`src/rtl/ahb_slave_sram.sv`:
```
// AHB-Lite slave SRAM: word-organised memory with byte-lane writes and a two-cycle ERROR response.
// Latency: the data phase follows the accepted address phase and stretches by WAIT_STATES cycles (ERROR always takes 2).
// Backpressure: hreadyout is low in WAIT and ERR1; a new address phase is taken only while hreadyout and hready_in are both high.
//
// Ports:
//   hclk, hreset       bus clock (rising edge), asynchronous active-high reset
//   hsel, hready_in    slave select and global bus ready from the arbiter
//   haddr, htrans, hwrite, hsize, hburst   address-phase controls (hburst unused)
//   hwdata             write data, valid in the data phase
//   hreadyout, hresp, hrdata   per-slave response back to the arbiter
module ahb_slave_sram #(
    parameter logic [31:0] BASE_ADDR   = 32'd0,
    parameter int          DEPTH       = 8,
    parameter int          WAIT_STATES = 0
) (
    input  logic        hclk,
    input  logic        hreset,
    input  logic        hsel,
    input  logic        hready_in,
    input  logic [31:0] haddr,
    input  logic [1:0]  htrans,
    input  logic        hwrite,
    input  logic [2:0]  hsize,
    input  logic [2:0]  hburst,
    input  logic [31:0] hwdata,
    output logic        hreadyout,
    output logic [1:0]  hresp,
    output logic [31:0] hrdata
);

    localparam int          IW        = (DEPTH > 1) ? $clog2(DEPTH) : 1;
    localparam logic [3:0]  WS        = 4'(WAIT_STATES);
    localparam logic [32:0] WIN_BYTES = 33'(4 * DEPTH);

    typedef enum logic [2:0] {
        S_IDLE,
        S_WAIT,
        S_DATA,
        S_ERR1,
        S_ERR2
    } state_t;

    state_t        state;
    state_t        state_nxt;
    state_t        go_state;

    logic [31:0]   mem [DEPTH];

    // Latched address-phase attributes for the pending data phase.
    logic [3:0]    cnt;
    logic [IW-1:0] idx;
    logic          wr;
    logic [3:0]    mask;

    // Address-phase decode.
    logic [32:0]   off;
    logic          in_win;
    logic          misaligned;
    logic          ap_err;
    logic [3:0]    ap_mask;
    logic [IW-1:0] ap_idx;
    logic          slave_rdy;
    logic          accept;

    // Addresses below BASE_ADDR wrap to a huge 33-bit offset, so one
    // compare covers both ends of the window.
    assign off    = {1'b0, haddr} - {1'b0, BASE_ADDR};
    assign in_win = (off < WIN_BYTES);
    assign ap_idx = off[IW+1:2];

    assign misaligned = ((hsize == 3'b001) && haddr[0]) ||
                        ((hsize == 3'b010) && (haddr[1:0] != 2'b00));
    assign ap_err     = !in_win || (hsize > 3'b010) || misaligned;

    always_comb begin
        ap_mask = 4'b0000;
        case (hsize)
            3'b000:  ap_mask = 4'b0001 << haddr[1:0];
            3'b001:  ap_mask = haddr[1] ? 4'b1100 : 4'b0011;
            3'b010:  ap_mask = 4'b1111;
            default: ap_mask = 4'b0000;
        endcase
    end

    // Own readiness also gates acceptance so a mis-wired hready_in can never
    // start a new transfer over a stalled data phase.
    assign slave_rdy = !((state == S_WAIT) || (state == S_ERR1));
    assign accept    = hsel && hready_in && htrans[1] && slave_rdy;

    logic unused_inputs;
    assign unused_inputs = ^{hburst, htrans[0]};

    always_ff @(posedge hclk or posedge hreset) begin
        if (hreset) begin
            state <= S_IDLE;
            cnt   <= 4'd0;
            idx   <= '0;
            wr    <= 1'b0;
            mask  <= 4'b0000;
        end else begin
            state <= state_nxt;
            if (accept) begin
                cnt  <= WS;
                idx  <= ap_idx;
                wr   <= hwrite;
                mask <= ap_mask;
            end else if (state == S_WAIT) begin
                cnt <= cnt - 4'd1;
            end
        end
    end

    always_comb begin
        state_nxt = state;
        go_state  = S_DATA;
        hreadyout = 1'b1;
        hresp     = 2'b00;
        hrdata    = 32'd0;

        if (ap_err) begin
            go_state = S_ERR1;
        end else if (WS != 4'd0) begin
            go_state = S_WAIT;
        end

        case (state)
            S_IDLE: begin
                if (accept) begin
                    state_nxt = go_state;
                end
            end
            S_WAIT: begin
                hreadyout = 1'b0;
                if (cnt == 4'd1) begin
                    state_nxt = S_DATA;
                end
            end
            S_DATA: begin
                // Reading the array combinationally gives read-after-write
                // forwarding for free: a pipelined read sees the word the
                // preceding write merged in on the shared edge.
                if (!wr) begin
                    hrdata = mem[idx];
                end
                state_nxt = accept ? go_state : S_IDLE;
            end
            S_ERR1: begin
                hreadyout = 1'b0;
                hresp     = 2'b01;
                state_nxt = S_ERR2;
            end
            S_ERR2: begin
                hresp     = 2'b01;
                state_nxt = accept ? go_state : S_IDLE;
            end
            default: begin
                state_nxt = S_IDLE;
            end
        endcase
    end

    // Writes land on the edge closing the DATA cycle; error paths never reach DATA.
    always_ff @(posedge hclk or posedge hreset) begin
        if (hreset) begin
            for (int i = 0; i < DEPTH; i++) begin
                mem[i] <= 32'd0;
            end
        end else if ((state == S_DATA) && wr) begin
            for (int b = 0; b < 4; b++) begin
                if (mask[b]) begin
                    mem[idx][8*b +: 8] <= hwdata[8*b +: 8];
                end
            end
        end
    end

endmodule

```
`config.mk`:
```
export PLATFORM = sky130hd
export DESIGN_NAME = ahb_slave_sram
export DESIGN_NICKNAME = d
export VERILOG_FILES = /design/src/rtl/ahb_slave_sram.sv
export SDC_FILE = /design/constraint.sdc
export NUM_CORES = 1
export LEC_CHECK = 0
export CORE_MARGIN = 8
export CORE_UTILIZATION = 30
export DETAILED_ROUTE_END_ITERATION = 6
export GPL_TIMING_DRIVEN = 0
export SYNTH_ARGS = -nofsm -noshare
export SYNTH_HDL_FRONTEND = slang
export SYNTH_SLANG_ARGS = --single-unit
```
`constraint.sdc`:
```
create_clock -name hclk -period 8.68 [get_ports hclk]
set_clock_uncertainty 0.1 [all_clocks]
set_input_delay 1.736 -clock hclk [delete_from_list [all_inputs] [get_ports hclk]]
set_output_delay 1.736 -clock hclk [all_outputs]
set_load 0.01 [all_outputs]
```
# Word level (Yosys, flattened, before mapping)
# Cells that the tools add are included.
# W data, S select, Z words.
classes:
  addsub: 1
  n_lt_le_gt_ge: 4
  eq_ne: 9
  n_shift: 1
  muxes: 35
  n_bitwise: 1
  reduce_logical: 21
ops:
  columns: ["cell", "count"]
  rows:
  - ["$mux W256", 7]
  - ["$bwmux W256", 4]
  - ["$demux W32 S3", 4]
  - ["$mux W32", 5]
  - ["$bmux W32 S3", 1]
  - ["$lt A32 B6 Y1 const B", 1]
  - ["$mux W24", 1]
  - ["$mux W16", 1]
  - ["$mux W4", 3]
  - ["$pmux W3 S4", 1]
  - ["$pmux W4 S3", 1]
  - ["$eq A3 B2 Y1 const B", 3]
  - ["$mux W3", 3]
  - ["$mux W8", 1]
  - ["$logic_and A1 B1 Y1", 7]
  - ["$eq A3 B1 Y1 const B", 2]
  - ["$logic_not A3 Y1", 2]
  - ["$reduce_or A2 Y1", 3]
  - ["$eq A4 B1 Y1 const B", 1]
  - ["$ge A4 B4 Y1 const B", 1]
  - ["$logic_or A1 B1 Y1", 4]
  - ["$lt A4 B1 Y1 const B", 1]
  - ["$not A3 Y4", 1]
  - ["$reduce_bool A2 Y1", 2]
  - ["other kinds (9)", 12]
word_totals:
  regBits: 271
  input_bits: 77
  output_inout_bits: 35
  elab_cells: 85

# Depth between registers and ports, before layout
# Gate-level depths: netlist of run 1.
logic_depth:
  ltp_word: 16
  depth_mapped: 7
  ltp_nobuf: 5

# Worst setup path after synthesis of run 1
# OpenSTA, ideal clock, no wires.
synth_timing:
  path_type: "reg-to-output"
  start: "reg idx[2]"
  end: "out hrdata[29]"
  arrival_time_ns: 1.590
  required_ns: 6.844
  setup_slack_ns: 5.254
  stages_incl_launch_ff: 7
  n_path_buf: 3
  path_cell_list: "dfrtp_1 -> buf_4 -> nor3b_4 -> buf_4 -> buf_2 -> a22oi_1 -> a31oi_1"
synth_between:
  elab_chain_cells: 6
synth_rtl:
  columns: ["item", "line_no", "source"]
  rows:
  - ["start: declaration", "51", "logic [IW-1:0] idx;"]
  - ["start signal: assignment", "104", "idx <= ap_idx;"]
  - ["$not A3 Y4 (implied by the code)", "143", "hrdata = mem[idx];"]
  - ["$bmux W32 S3", "143", null]
  - ["$mux W32 (implied by the code) (2 in series)", "143", null]
  - ["$mux W32", "142", "if (!wr) begin"]
  - ["$mux W32", "126", "case (state)"]
  - ["end: declaration", "28", "output logic [31:0] hrdata"]
# Every way passes these cells. The select of a mux whose other input is x is not followed.

# Worst setup path after layout of run 1
layout_timing:
  start: "reg idx[2]"
  end: "out hrdata[30]"
# Same word-level chain as after synthesis.

==> impl_summary.log, run 1 <==
[metrics] status: complete, no violations
[metrics] largest net degree at the start of global routing: 44
[metrics] leakage dissipation: 5.933 nW
[metrics] CTS tree: done
[metrics] total of cells resized after clock tree synthesis: 0
[metrics] #FFs+latches synth: 271
[metrics] drt first pass iters: 4
[metrics] peak fanout along the critical path: 10
[metrics] hold bufs inserted after CTS: 0
[metrics] buffers inserted by post-CTS timing repair: 0
[metrics] total global routing track utilization: 0.1493
[metrics] top cell type's share of synthesized area: 0.5700
[metrics] Placeable Area: 0.03946 mm2
[metrics] most used routing layer in global routing: met2
[metrics] number of H-tree levels: 1
[metrics] detailed-route via count: 7929
[metrics] wire length of the first global-routing pass: 53380 um
[metrics] std cell rows: 73
[metrics] die extent in y: 215.1 um
[metrics] average cell area after synthesis: 13.95 um2
[metrics] clock latency reported for the late side of the worst-skew pair: 0.55 ns
[metrics] net count of the mapped netlist: 932
[metrics] routing usage on met2: 0.2478
[metrics] fraction of power consumed by combinational cells: 0.276
[metrics] max-cap violations: 0
[metrics] Period Utilization, post-route: 0.6522
[metrics] die area: 0.04628 mm2
[metrics] area grow syn2layout: 24.27%
[metrics] Final #Nets: between 1000 and 1500
[metrics] final setup violation count: 0
[metrics] buffer cell driving the clock tree root: clkbuf_16
[metrics] start-to-end type of the worst setup path: reg -> out
[metrics] ratio of routed vias to standard cells: 5.122
[metrics] initial core utilization: 0.3015
[metrics] share of final-layout standard cells stronger than drive strength 1: 0.3738
[metrics] antenna violations before repair: 2
[metrics] synthesized cell area: 0.01190 mm2
[metrics] DRC violations left: 0
[metrics] startpoint class of the critical path: register
[metrics] final routed wire length divided by cell count: 22.94 um
[metrics] worst hold slack: 0.3820 ns
[metrics] switching portion of total power: 0.3090
[metrics] worst min-delay path category: reg -> reg
[metrics] Num CTS Buffers: 30
[metrics] Iteration-0 DRC Markers: 419
[metrics] total global routing overflow: 0
[metrics] total detailed-routing wirelength: 35510 um
[metrics] Area after DPL: around 0.014 mm2
[metrics] IO buf count: approximately 110
[metrics] Power Density: 273.1 mW/mm2
[metrics] global-route track usage on met1: 0.1924
[metrics] remaining antenna violation count: 0
[metrics] cell-internal power: 2.790 mW
[metrics] Sw Pwr: 1.248 mW
[metrics] total number of clock tree sinks: 271
[metrics] maximum clock path buffer count: 3
[metrics] DP HPWL: between 20000 and 25000 um
[metrics] share of total power in sequential cells: 0.411
[metrics] RSZ-0062 raised after global routing: false
[metrics] power share of the clock group: 0.314
[metrics] routability congestion estimate from global placement: between 0.7 and 0.8
[metrics] leading cell type by number of instances after synthesis: dfrtp_1
[metrics] sequential-to-total area share from yosys stat: 0.5700
[metrics] critical path data required time: 6.84 ns
[metrics] CP endpoint kind: primary output
[metrics] total negative slack: 0 ns
[metrics] worst IR drop on VDD: 0.0001619 V
[metrics] most common flop cell mapped by yosys: dfrtp_1
[metrics] count of mapped cells out of synthesis: about 850
[metrics] post-CTS clock slew at the launch and capture registers of the worst setup and hold paths: 0.06 ns
[metrics] highest attainable clock frequency: 0.1766 GHz
[metrics] Synth async-reset ratio: 1.000
[metrics] number of max-slew violations in the final report: 0
[metrics] IO Pins: 112
[metrics] cell types with the highest counts after synthesis: dfrtp_1 (271), mux2_2 (254), a22oi_1 (64)
[metrics] number of enable-type register cells in the synthesized netlist: 0
[metrics] hold violation count in the final report: 0
[metrics] Arr. time, crit path: 3.82 ns
[metrics] most area-consuming cells after synthesis: dfrtp_1 (57%), mux2_2 (24%), a22oi_1 (4.0%), a221oi_1 (2.4%), a22o_1 (2.4%)
[metrics] fin area: 0.01478 mm2
[metrics] Slew HR: 0.3003
[metrics] vias in the first global route: 8522
[metrics] met3 capacity usage during global routing: 0.03666
[metrics] Min Clock Period, post-route: roughly 5.7 ns
[metrics] Least-Margin Pin Slew: 1.050 ns
[metrics] yosys warns: 0
[metrics] x dimension of the die: 215.1 um
[metrics] Synth cell types: 40
[metrics] most area-hungry cell type in the Yosys netlist: dfrtp_1
-- final timing paths --
path,slack [ns],cells past startpoint,endpoint,from
setup / recovery,3.02,6,hrdata[30],idx[2]
hold / removal,0.38,2,mask[1],mask[1]
setup reg to reg,6.25,5,mem[216],idx[2]
hold reg to reg,0.38,2,mask[1],mask[1]
max in group asynchronous,5.76,7,mem[28],hreset
min in group asynchronous,1.32,2,mem[109],hreset
-- final cells by class --
class,count,area (um2)
Clock inverter,8,67.56
Clock buffer,47,935.9
Buffer,40,234.0
Timing Repair Buffer,114,1221
Sequential cell,271,6782
Inverter,6,26.28
Antenna cell,1,2.502
Tap cell,525,656.9
Fill cell,3814,24670
Multi-Input combinational cell,536,4858
-- flip-flops by register name, summed over array words and instances, names as in the netlist --
signal / cells
mem: 256
state: 3
cnt: 4
mask: 4
idx: 3
wr: 1
-- critical path, cell delays in order (launching register included) --
cell and delay (ns):
dfrtp_1 0.36, buf_4 0.18, nor3b_4 0.71, clkbuf_1 0.79
a221oi_1 0.19, a31oi_1 0.40, clkdlybuf4s50_1 0.63
-- metrics by stage --
stage	std cells	total power [mW]	setup WS, ns	utilization
floorplan	853	2.322	3.263	-
global placement	1484	2.764	1.309	0.3451
detailed placement	1492	2.801	3.589	0.3492
CTS	1547	4.072	2.983	0.3746
global route	1547	4.232	2.870	0.3746
finish	1548	4.038	3.019	0.3747
-- cell usage in the layout, fill, tap and decap left out, types with 5 or more instances in the layout --
cell	instances
buf_2	13
buf_4	14
o21ai_0	6
a221oi_1	32
nand2_2	32
nor2_1	12
inv_1	5
clkdlybuf4s50_1	106
a21oi_1	9
and2_1	5
dfrtp_1	271
a22oi_1	64
nand2_1	20
nor4_1	9
mux2_2	254
clkbuf_8	10
buf_12	8
clkbuf_16	31
clkbuf_1	17
a31oi_1	32
clkinv_2	6
a22o_1	32
-- power by group through the flow --
stage | clock network, mW | registers [mW] | logic [mW]
final | 1.27 | 1.66 | 1.11
after floorplan | 0 | 1.64 | 0.683
after CTS | 1.29 | 1.65 | 1.13
after global placement | 0 | 1.67 | 1.10
after detailed placement | 0 | 1.68 | 1.12
after global routing | 1.35 | 1.69 | 1.20
-- cells by family after synthesis --
kind of cell    synth area share
compound gates            0.1119
fa+ha+maj               0.002103
buf+inv                  0.02156
other cells            0.0003152
simple gates             0.05027
mux                       0.2423
xor+xnor                0.001473
flops                     0.5700
-- per-layer routing --
layer,vias to the layer above,part of all wire
li1,3548,-
met1,4129,0.43
met2,198,0.48
met3,52,0.069
met4,2,0.021
met5,-,0.00037
Power figures use the tool's default switching activity.
==> run 2, diff against run 1 <==
Clock period 8.68 ns to 4.7 ns, I/O delays scaled along.
==> run 2 against run 1 <==
  * Sequential cell count unchanged
  * Combinational power is 87% higher
  * Critical path depth is 1 higher
  * Largest power group unchanged
  * Highest routed layer unchanged
==> impl_summary.log, run 2 (synthesized netlist as in run 1, its figures left out) <==
[metrics] final setup violation count: 0
[metrics] Power Density: 504.4 mW/mm2
[metrics] hold violation count in the final report: 0
[metrics] area grow syn2layout: 24.64%
[metrics] worst IR drop on VDD: around 0.0003 V
[metrics] x dimension of the die: 215.1 um
[metrics] Arr. time, crit path: about 3.6 ns
[metrics] flip-flop count of the largest register after layout: between 200 and 300
[metrics] die extent in y: 215.1 um
[metrics] remaining antenna violation count: 0
[metrics] buffer cell driving the clock tree root: clkbuf_16
[metrics] depth of the worst hold-timing path: 2
[metrics] max incr delay on CP: 0.78 ns
[metrics] start-to-end type of the worst setup path: reg -> out
[metrics] CP endpoint kind: primary output
[metrics] total global routing overflow: 0
[metrics] status: complete, no violations
[metrics] highest attainable clock frequency: 0.2175 GHz
[metrics] number of filler instances in the final layout: 3809
[metrics] leakage dissipation: 5.978 nW
[metrics] ratio of routed vias to standard cells: 5.144
[metrics] kind of cell adding the most delay to the critical path: buffers and inverters
[metrics] post-layout power: approximately 7.5 mW
[metrics] biggest regs: mem x256, cnt x4, mask x4
[metrics] sequential standard cell area: ~0.0068 mm2
[metrics] Slew HR: 0.3338
[metrics] leading cell type in the layout, fill and taps excluded: dfrtp_1
[metrics] share of final-layout standard cells stronger than drive strength 1: 0.3821
[metrics] std cell rows: 73
[metrics] Placeable Area: 0.03946 mm2
[metrics] Least-Margin Pin Slew: 0.9993 ns
[metrics] maximum clock path buffer count: 3
[metrics] max-cap violations: 0
[metrics] largest net degree at the start of global routing: 44
[metrics] highest-count cells in the layout ignoring fill and taps: dfrtp_1 (271), mux2_2 (254), clkdlybuf4s50_1 (106), a22oi_1 (64)
[metrics] Iteration-0 DRC Markers: 411
[metrics] WP buf/inv: 4
[metrics] Most flops, register: mem
[metrics] Reg-to-Reg Start: idx[2]
[metrics] Worst Reg2Reg Path Length in Cells: 5
[metrics] worst min-delay path category: reg -> reg
[metrics] reg2reg end: mem[164]
[metrics] IO buf count: 106
[metrics] IO Pins: approximately 110
[metrics] worst hold slack: 0.3828 ns
[metrics] clock latency reported for the late side of the worst-skew pair: around 0.55 ns
[metrics] wire length of the first global-routing pass: 53400 um
[metrics] DRC violations left: 0
[metrics] drt first pass iters: 4
[metrics] total number of clock tree sinks: between 200 and 300
[metrics] peak fanout along the critical path: 10
[metrics] detailed-route via count: 7984
[metrics] vias in the first global route: 8521
[metrics] CTS tree: done
[metrics] multi-input combinational cell area: between 0.004 and 0.005 mm2
[metrics] slowest CP cell: clkdlybuf4s15_1
[metrics] DP HPWL: 23330 um
[metrics] die area: around 0.046 mm2
[metrics] Final #Nets: between 1000 and 1500
[metrics] total global routing track utilization: 0.1493
[metrics] routability congestion estimate from global placement: around 0.76
[metrics] initial core utilization: 0.3015
[metrics] Min Clock Period, post-route: 4.597 ns
[metrics] number of H-tree levels: 1
[metrics] startpoint class of the critical path: register
[metrics] hold path start: mask[1]
[metrics] register-to-register setup slack: 2.45 ns
[metrics] post-CTS clock slew at the launch and capture registers of the worst setup and hold paths: 0.06 ns
[metrics] total detailed-routing wirelength: approximately 35000 um
[metrics] final routed wire length divided by cell count: 22.82 um
[metrics] CP Cell Sequence: buf_4, and3b_1, buf_2, clkdlybuf4s15_1, a22oi_1, a31oi_1, clkdlybuf4s50_1
[metrics] antenna violations before repair: 2
[metrics] critical path data required time: 3.66 ns
[metrics] total negative slack: 0 ns
[metrics] RSZ-0062 raised after global routing: false
[metrics] number of max-slew violations in the final report: 0
[metrics] Num CTS Buffers: 30
[metrics] capture endpoint of the worst hold path: mask[1]
[metrics] Period Utilization, post-route: 0.9782
[metrics] hold bufs inserted after CTS: 0
[run 2: how the worst max path moves through the flow]
stage | start | endpoint | slack [ns] | cells after the start
after floorplan | hreset | cnt[0] | 0.08 | 1
after global routing | idx[0] | hrdata[8] | 0.008 | 7
after CTS | idx[2] | hrdata[19] | 0.001 | 7
final | idx[0] | hrdata[8] | 0.10 | 7
after global placement | hreset | mem[221] | -1.88 | 2
after detailed placement | idx[0] | hrdata[30] | 0.40 | 7
[run 2: metal layers]
layer	track usage	wire length [um]	up-vias
met5	0	13	-
met2	0.2477	17030	212
met1	0.1926	15200	4158
met4	0.03972	801	2
li1	-	-	3553
met3	0.03666	2357	59
[run 2: worst register-to-register path: stages, from the launching register on]
cell and delay, ns:
dfrtp_1 0.36, buf_4 0.18, nor3b_4 0.64, buf_6 0.27, nand2_2 0.21, mux2_1 0.37
[run 2: where the power goes]
group,internal [mW],total [mW],switching (mW)
registers,2.81,3.06,0.248
clock network,1.41,2.34,0.931
logic,0.950,2.08,1.13
[run 2: stage by stage]
stage / instances / setup slack [ns] / area, um2 / utilization
5_1_grt: 1551 / 0.007682 / 14830 / 0.3757
3_3_place_gp: 1484 / -1.875 / 13620 / 0.3451
4_1_cts: 1547 / 0.001091 / 14790 / 0.3748
2_1_floorplan: 853 / 0.07857 / 11900 / -
3_5_place_dp: 1492 / 0.4045 / 13780 / 0.3492
6_report: 1552 / 0.1027 / 14830 / 0.3758
[run 2: final cells by class]
cell class,count,area share
sequential,271,0.4573
timing repair buffer,118,0.08438
clock inverter,8,0.004557
tap,525,0.04430
inverter,6,0.001772
clock buffer,47,0.06312
antenna,1,0.0001688
buffer,40,0.01671
multi-input combinational,536,0.3277
[run 2: repair_timing]
action                                 4_1_cts  5_1_grt
setup buffers                                0        4
resized for setup                            5        5
endpoints found under the hold margin        0        0
pin swaps                                    0        1
setup endpoints to repair                   19        7
==> run 3, diff against run 2 <==
Settings changed: CORE_MARGIN 8 to 2.
==> run 3 against run 2 <==
  * Register-to-register slack got worse by 0.03 ns
  * Critical path depth unchanged
  * Power is 0.86% higher
  * Hold slack worse by 0.0041 ns
  * Clock power grew 3%
==> impl_summary.log, run 3 (synthesized netlist as in run 1, its figures left out) <==
[metrics] hold path start: mask[2]
[metrics] worst hold slack: 0.3787 ns
[metrics] critical path data required time: approximately 3.7 ns
[metrics] area grow syn2layout: 24.43%
[metrics] leakage dissipation: 5.976 nW
[metrics] peak fanout along the critical path: 10
[metrics] CTS tree: done
[metrics] highest attainable clock frequency: between 0.2 and 0.25 GHz
[metrics] Final #Nets: 1079
[metrics] hold violation count in the final report: 0
[metrics] IO buf count: 106
[metrics] DP HPWL: 22720 um
[metrics] die extent in y: just over 200 um
[metrics] start-to-end type of the worst setup path: reg -> out
[metrics] slowest CP cell: nor3b_4
[metrics] hold bufs inserted after CTS: 0
[metrics] routability congestion estimate from global placement: approximately 0.76
[metrics] Area after DPL: approximately 0.014 mm2
[metrics] Least-Margin Pin Slew: 0.9236 ns
[metrics] buffer cell driving the clock tree root: clkbuf_16
[metrics] post-placement cell count: 1484
[metrics] x dimension of the die: 203.1 um
[metrics] Placeable Area: 0.03892 mm2
[metrics] number of H-tree levels: 1
[metrics] Iteration-0 DRC Markers: 511
[metrics] number of filler instances in the final layout: approximately 3700
[metrics] number of max-slew violations in the final report: 0
[metrics] Reg-to-Reg Start: idx[2]
[metrics] share of the core filled with cells in the final layout: 0.3804
[metrics] WP buf/inv: 4
[metrics] post-layout power: 7.544 mW
[metrics] die area: roughly 0.041 mm2
[metrics] remaining antenna violation count: 0
[metrics] startpoint class of the critical path: register
[metrics] fin area: 0.01480 mm2
[metrics] Num CTS Buffers: 30
[metrics] post-CTS clock slew at the launch and capture registers of the worst setup and hold paths: 0.06 ns
[metrics] drt first pass iters: 5
[metrics] worst IR drop on VDD: 0.0003172 V
[metrics] leading cell type in the layout, fill and taps excluded: dfrtp_1
[metrics] wire length of the first global-routing pass: between 50000 and 60000 um
[metrics] CP Cell Sequence: buf_4, nor3b_4, buf_6, buf_2, a22oi_1, a31oi_1, clkdlybuf4s50_1
[metrics] clock latency reported for the late side of the worst-skew pair: 0.55 ns
[metrics] Period Utilization, post-route: 0.9801
[metrics] final setup violation count: 0
[metrics] status: complete, no violations
[metrics] flip-flop count of the largest register after layout: roughly 260
[metrics] Arr. time, crit path: 3.57 ns
[metrics] total global routing track utilization: 0.1691
[metrics] worst min-delay path category: reg -> reg
[metrics] number of non-filler instances in the completed layout: about 1500
[metrics] max-cap violations: 0
[metrics] max incr delay on CP: 0.65 ns
[metrics] largest net degree at the start of global routing: 44
[metrics] antenna violations before repair: 1
[metrics] std cell rows: 72
[metrics] share of final-layout standard cells stronger than drive strength 1: 0.3842
[metrics] ratio of routed vias to standard cells: 5.178
[metrics] biggest regs: mem x256, cnt x4, mask x4
[metrics] count of antenna diodes in the layout: 0
[metrics] kind of cell adding the most delay to the critical path: buffers and inverters
[metrics] Min Clock Period, post-route: roughly 4.6 ns
[metrics] total number of clock tree sinks: between 200 and 300
[metrics] initial core utilization: 0.3057
[metrics] total detailed-routing wirelength: roughly 35000 um
[metrics] Power Density: 509.6 mW/mm2
[metrics] DRC violations left: 0
[metrics] maximum clock path buffer count: 3
[metrics] Slew HR: 0.3843
[metrics] RSZ-0062 raised after global routing: false
[metrics] IO Pins: 112
[metrics] final routed wire length divided by cell count: 22.62 um
[metrics] detailed-route via count: between 7000 and 8000
[metrics] vias in the first global route: 8305
[metrics] CP startpoint: idx[2]
[metrics] Most flops, register: mem
[metrics] CP endpoint kind: primary output
[metrics] total global routing overflow: 0
[metrics] highest-count cells in the layout ignoring fill and taps: dfrtp_1 (271), mux2_2 (254), clkdlybuf4s50_1 (106), a22oi_1 (64)
[run 3: cell types whose count changed in the layout (fill, tap and decap cells not counted), sizes merged]
cell / before / now
buf: 41 / 38
bufinv: 1 / 2
inv: 5 / 6
clkbuf: 57 / 55
clkinv: 6 / 7
clkdlybuf4s15: 1 / 0
diode: 1 / 0
[run 3: path summary, 6_finish.rpt]
check	end	slack [ns]	cells after the start
max	hrdata[31]	0.09	7
min	mask[2]	0.38	2
max reg2reg	mem[164]	2.42	5
min reg2reg	mask[2]	0.38	2
max in group asynchronous	mem[218]	2.17	7
min in group asynchronous	mem[141]	0.68	2
[run 3: area by class of cell]
| class | count | area [um2] | share of cell area |
|---|---|---|---|
| tap | 518 | 648.1 | 0.04378 |
| buffer | 40 | 244.0 | 0.01648 |
| timing repair buffer | 115 | 1216 | 0.08216 |
| multi-input combinational | 536 | 4858 | 0.3282 |
| sequential | 271 | 6782 | 0.4581 |
| clock buffer | 44 | 914.6 | 0.06179 |
| clock inverter | 11 | 113.9 | 0.007692 |
| inverter | 6 | 26.28 | 0.001775 |
[run 3: metal layers]
metal  vias up  GRT usage  part of all wire
li1       3555          -                 -
met2       200     0.2858              0.48
met4         2    0.04353             0.025
met5         -          0           0.00029
met1      4152     0.2278              0.45
met3        71    0.02493             0.047
[run 3: what timing repair did]
item | in CTS | in global routing
setup endpoints to repair | 20 | 4
resized for setup | 6 | 6
cloned | 0 | 0
setup buffers | 2 | 0
hold endpoints to repair | 0 | 0
pin swaps | 1 | 0
[run 3: where the power goes]
group          total [mW]  leakage [nW]  switching, mW  internal, mW
clock network        2.42         0.513          0.963          1.45
logic                2.07          2.29           1.13         0.940
registers            3.06          3.18          0.246          2.81
[run 3: tightest hold or removal path, stage by stage, from the launching register on]
cell     delay, ns
dfrtp_1       0.33
nand2_1       0.05
o21ai_0       0.06
[run 3: stage by stage]
stage	setup TNS, ns	setup slack, ns
after floorplan	0	0.07857
after global placement	-506.20	-1.892
after detailed placement	0	0.4057
after CTS	0	0.08572
after global routing	0	0.005529
final	0	0.09366
